**src/rtl/dmem_responder.sv**
```systemverilog
// dmem_responder
//
// Memory-side end of the CPU data-memory bus. It accepts one load or store
// at a time, models a fixed access latency of LATENCY cycles, then produces
// a single-cycle resp_valid pulse. While a request is pending, stall is held
// high so the hazard unit can freeze the pipeline.
//
// Optional feature: define DMEM_ALIGN_CHECK_EN to flag word-misaligned
// addresses. A flagged store leaves memory untouched, and a flagged load
// returns zero. Without the macro, req_addr[1:0] is ignored and resp_err is
// tied low.

module dmem_responder #(
    parameter int DEPTH   = 64,
    parameter int LATENCY = 2
) (
    input  logic        clk,
    input  logic        reset,
    input  logic        req_valid,
    input  logic        req_we,
    input  logic [31:0] req_addr,
    input  logic [31:0] req_wdata,
    output logic        resp_valid,
    output logic [31:0] resp_rdata,
    output logic        resp_err,
    output logic        stall
);

    // Word index width. The wait counter must be at least one bit wide,
    // even when LATENCY is 1 or 2.
    localparam int IDX_W = $clog2(DEPTH);
    localparam int CNT_W = (LATENCY > 2) ? $clog2(LATENCY) : 1;

    // WAIT burns LATENCY-1 cycles: one cycle at cnt==CNT_INIT, down to cnt==0.
    localparam logic [CNT_W-1:0] CNT_INIT = (LATENCY >= 2) ? CNT_W'(LATENCY - 2) : '0;

    localparam logic [1:0] IDLE = 2'd0;
    localparam logic [1:0] WAIT = 2'd1;
    localparam logic [1:0] RESP = 2'd2;

    // Word storage. It is never reset.
    logic [31:0] mem [DEPTH];

    logic [1:0]       state;
    logic [1:0]       state_nxt;
    logic [CNT_W-1:0] cnt;
    logic [CNT_W-1:0] cnt_nxt;

    // Request fields captured at acceptance.
    logic             we_q;
    logic             err_q;
    logic [IDX_W-1:0] idx_q;
    logic [31:0]      wdata_q;

    // Request decode.
    logic             accept;
    logic [IDX_W-1:0] req_idx;
    logic             req_misaligned;

    // Read-data register load control.
    logic             rd_load;
    logic             rd_err;
    logic [IDX_W-1:0] rd_idx;

    // Address bits that do not take part in word selection. Bits above the
    // index wrap, so they are deliberately dropped.
    logic unused_addr_bits;
    assign unused_addr_bits = ^{req_addr[31:IDX_W+2], req_addr[1:0]};

    assign req_idx = req_addr[2 +: IDX_W];
    assign accept  = (state == IDLE) && req_valid;

`ifdef DMEM_ALIGN_CHECK_EN
    assign req_misaligned = |req_addr[1:0];
`else
    assign req_misaligned = 1'b0;
`endif

    // Response outputs. The stall signal is combinational from req_valid,
    // so the pipeline freezes in the same cycle that a request appears.
    assign resp_valid = (state == RESP);
    assign stall      = req_valid & ~resp_valid;

`ifdef DMEM_ALIGN_CHECK_EN
    assign resp_err = resp_valid & err_q;
`else
    assign resp_err = 1'b0;
`endif

    // Next-state and latency counter logic.
    always_comb begin
        state_nxt = state;
        cnt_nxt   = cnt;
        case (state)
            IDLE: begin
                if (req_valid) begin
                    if (LATENCY == 1) begin
                        state_nxt = RESP;
                    end else begin
                        state_nxt = WAIT;
                        cnt_nxt   = CNT_INIT;
                    end
                end
            end
            WAIT: begin
                if (cnt == '0) begin
                    state_nxt = RESP;
                end else begin
                    cnt_nxt = cnt - CNT_W'(1);
                end
            end
            RESP: begin
                state_nxt = IDLE;
            end
            default: begin
                state_nxt = IDLE;
            end
        endcase
    end

    // Decide when the read-data register loads: on the edge that enters
    // RESP, for loads only. With LATENCY==1 that edge is the acceptance
    // edge itself, so the live request fields are used instead of the
    // latched copies.
    always_comb begin
        rd_load = 1'b0;
        rd_err  = err_q;
        rd_idx  = idx_q;
        if ((LATENCY == 1) && accept && !req_we) begin
            rd_load = 1'b1;
            rd_err  = req_misaligned;
            rd_idx  = req_idx;
        end else if ((state == WAIT) && (cnt == '0) && !we_q) begin
            rd_load = 1'b1;
        end
    end

    // FSM state and counter registers. An asynchronous reset abandons any
    // outstanding request.
    always_ff @(posedge clk or posedge reset) begin
        if (reset) begin
            state <= IDLE;
            cnt   <= '0;
        end else begin
            state <= state_nxt;
            cnt   <= cnt_nxt;
        end
    end

    // Control fields of the accepted request.
    always_ff @(posedge clk or posedge reset) begin
        if (reset) begin
            we_q  <= 1'b0;
            err_q <= 1'b0;
        end else if (accept) begin
            we_q  <= req_we;
            err_q <= req_misaligned;
        end
    end

    // Data fields of the accepted request. These are not reset, because
    // they are only consumed after a fresh acceptance.
    always_ff @(posedge clk) begin
        if (accept) begin
            idx_q   <= req_idx;
            wdata_q <= req_wdata;
        end
    end

    // Registered read data. It holds its value through stores and idle
    // cycles, and a flagged load returns zero.
    always_ff @(posedge clk or posedge reset) begin
        if (reset) begin
            resp_rdata <= '0;
        end else if (rd_load) begin
            resp_rdata <= rd_err ? 32'h0 : mem[rd_idx];
        end
    end

    // Store commit on the edge that leaves RESP. A reset that coincides
    // with that edge discards the store.
    always_ff @(posedge clk) begin
        if ((state == RESP) && we_q && !err_q && !reset) begin
            mem[idx_q] <= wdata_q;
        end
    end

endmodule
```
**config.mk**
```make
export PLATFORM = sky130hd
export DESIGN_NAME = dmem_responder
export DESIGN_NICKNAME = d
export VERILOG_FILES = /design/src/rtl/dmem_responder.sv
export SDC_FILE = /design/constraint.sdc
export NUM_CORES = 2
export LEC_CHECK = 0
export CELL_PAD_IN_SITES_DETAIL_PLACEMENT = 1
export CELL_PAD_IN_SITES_GLOBAL_PLACEMENT = 1
export CORE_MARGIN = 3
export CORE_UTILIZATION = 59
export DETAILED_ROUTE_END_ITERATION = 7
export HOLD_SLACK_MARGIN = 0.12
export PLACE_DENSITY_LB_ADDON = 0.2
export SETUP_SLACK_MARGIN = 0.5
export SLEW_MARGIN = 10
export SYNTH_ARGS = -nofsm -noshare
export SYNTH_HDL_FRONTEND = slang
export SYNTH_SLANG_ARGS = --single-unit
```
**constraint.sdc**
```tcl
create_clock -name clk -period 7.5 [get_ports clk]
set_input_delay 1.125 -clock clk [delete_from_list [all_inputs] [get_ports clk]]
set_output_delay 1.125 -clock clk [all_outputs]
set_load 0.01 [all_outputs]
```
==> impl_metrics.yaml <==
run_status:
  status: "completed"
sta:
  period_minus_slack_ns: 4.90
  setup-tns-final_ns: 0
  rsz0062_at_grt: "no"
  fin_crit_sh_pct: 65.3
  hold_ws_ns: 0.511
  fin_skew_ns: 0.0362
  worst_pin_slew_ns: 1.29
  layout_setup_ws_ns: 2.60
  max_freq_mhz: 204
  maxSlewViolCount: 0
  final-setup-viol-count: 0
  timing.slew.headroom_pct: 14.0
  timing_hold_violations_final: 0
placement:
  place_hpwl_um: 158000
  pre_cts_ws_ns: 2.44
  numPortBuffers: 75
  routabilityCongestion: 0.889
detailed_routing:
  dr_total_vias: 47900
  wl_um: 278000
  avgViaCountPerCell: 7.47
  drt.antenna.violating_nets: 0
  drt_pass1_iterations: 6
  drtIter0Drc: 8381
  wl_per_cell_um: 43.3
  drc: 0
yosys:
  yosys_register_bits: 2121
  synth_edf_count: 2086
  synth_flop_cell: "edfxtp_1"
  yosys_warnings: 0
  netlist_area_mm2: 0.0812
  synthDistinctLibCells: 68
  async_flop_share_pct: 1.65
  synth_nets: 4312
  synth_cells: 4244
  seq_area_frac_synth_pct: 78.3
  avgSynthCellArea_um2: 19.1
clocking:
  post_cts_buffers: 0
  cts_buffer_depth: 3
  tritoncts: "done"
  hold_buffers: 0
  post_cts_resize_count: 0
  htreeDepth: 4
  clk-insertion-delay-late_ns: 0.84
  clock_sinks: 2121
  path_clk_slew_ns: 0.06
  cts-root-buf: "clkbuf_16"
  cts_made_buffers: 204
critical_path:
  required_ns: 8.21
  crit_arrival_ns: 5.60
  startpoint_type: "register"
  worstPathMaxFanout: 42
  end_kind: "register"
  critPathKind: "register to register"
power_and_ir_drop:
  p_leak_nw: 29.3
  powerDensity_mw_per_mm2: 288
  peakVddDrop_uv: 215
layout:
  drive_above_1_share_pct: 19.9
  layout.nets: 4510
  areaGrowthSynthToFinish_pct: 13.0
floorplan:
  rows: 135
  die_width_um: 377
  die-area_mm2: 0.142
  ios: 103
  initial_core_util_pct: 59.7
  die_height_um: 377
  core_mm2: 0.136
job:
  drv_cap: 0
global_route:
  antenna_found_initial: 24
  overflow: 0
  grt_pass1_wl_um: 386000
  grt_pass1_vias: 48800
  grt_util_all_layers_pct: 39.4
  grt_max_degree: 96
min_path:
  hold_class: "register to register"
-- cells in the mapped netlist, types with 32 or more instances --
library cell	count	area (um2)
o22ai_1	70	438
buf_2	105	526
a22o_1	32	280
mux4_2	165	3720
a221o_1	40	400
buf_4	51	383
a221oi_1	165	1450
o21ai_0	119	596
edfxtp_1	2086	62600
a21oi_1	124	621
mux2i_1	264	2640
clkbuf_1	85	319
nor2_1	177	664
nand3_1	33	165
mux2_2	143	1610
dfrtp_1	35	876
a22oi_1	173	1300
nand2_1	100	375
-- layout make-up --
type / count / area, um2
Timing Repair Buffer: 274 / 2370
Inverter: 5 / 25.0
Antenna cell: 8 / 20.0
Clock buffer: 259 / 5560
Multi-Input combinational cell: 1836 / 16700
Fill cell: 10900 / 44200
Sequential cell: 2121 / 63500
Clock inverter: 125 / 1350
Tap cell: 1781 / 2230
-- critical path, cell delays in order, from the launching register on --
cell and delay [ns]:
edfxtp_1 0.67, buf_4 0.64, buf_4 0.60, nor2b_4 0.32, buf_4 0.37, buf_4 0.29
a22oi_1 0.24, o21ai_0 0.12, o21ai_0 0.72, nand4_1 0.32, o32a_1 0.43
-- sequential cells by signal, indices dropped and copies added (netlist names) --
register / flops
state: 2
mem: 2048
wdata_q: 32
we_q: 1
resp_rdata: 32
idx_q: 6
-- through the flow --
| step | total power [mW] | util, % | instance area, um2 | cells |
|---|---|---|---|---|
| finish | 26.4 | 67.5 | 91700 | 6409 |
| floorplan | 14.7 | - | 81200 | 4244 |
| detailed placement | 15.8 | 62.4 | 84800 | 6017 |
| global route | 26.9 | 67.5 | 91700 | 6402 |
| global placement | 15.7 | 62.4 | 84800 | 6017 |
| CTS | 26.3 | 67.5 | 91700 | 6401 |
-- power by group --
group / internal [mW] / switching, mW / leakage (nW)
clock: 6.19 / 4.50 / 3.39
combinational: 0.714 / 1.59 / 6.79
sequential: 13.2 / 0.189 / 19.2
-- per-layer routing --
layer  global-route usage (%)  wire length (um)
met2                     59.0            126000
met5                        0                81
met3                     12.8             41500
met4                     20.1             16700
met1                     52.4             93900
-- layout by cell type, fill, tap and decap left out, types with 14 or more instances in the layout --
cell type	n
edfxtp_1	2086
mux2i_1	264
clkbuf_16	209
buf_4	189
a22oi_1	173
a221oi_1	165
mux4_2	165
mux2_2	143
a21oi_1	124
o21ai_0	118
nor2_1	111
nand2_1	100
clkdlybuf4s50_1	75
o22ai_1	70
nor2_4	66
clkinv_2	47
a221o_1	40
clkbuf_1	36
clkinv_1	35
dfrtp_1	35
a22o_1	32
nand3_1	32
bufinv_16	28
a31oi_1	23
o32a_1	18
o2bb2ai_1	16
o221ai_1	15
o211ai_1	14
clkbuf_8	14
-- worst paths after layout --
check / cells past startpoint / from / slack, ns / to
min reg2reg: 1 / state[0] / 0.51 / state[0]
min in group asynchronous: 3 / reset / 0.99 / resp_rdata[10]
max reg2reg: 10 / idx_q[1] / 2.60 / resp_rdata[24]
min: 1 / state[0] / 0.51 / state[0]
max in group asynchronous: 3 / reset / 5.92 / resp_rdata[28]
max: 10 / idx_q[1] / 2.60 / resp_rdata[24]
-- cell families after synthesis --
logic type | Yosys count | synth area share (%)
flip-flops | 2121 | 78.3
AO/OA/AOI/OAI | 878 | 7.86
multiplexers | 574 | 9.87
AND/OR/NAND/NOR | 383 | 2.08
buffers and inverters | 287 | 1.92
other | 1 | 0.00462
Note: power is estimated with default switching activity, not from simulation.
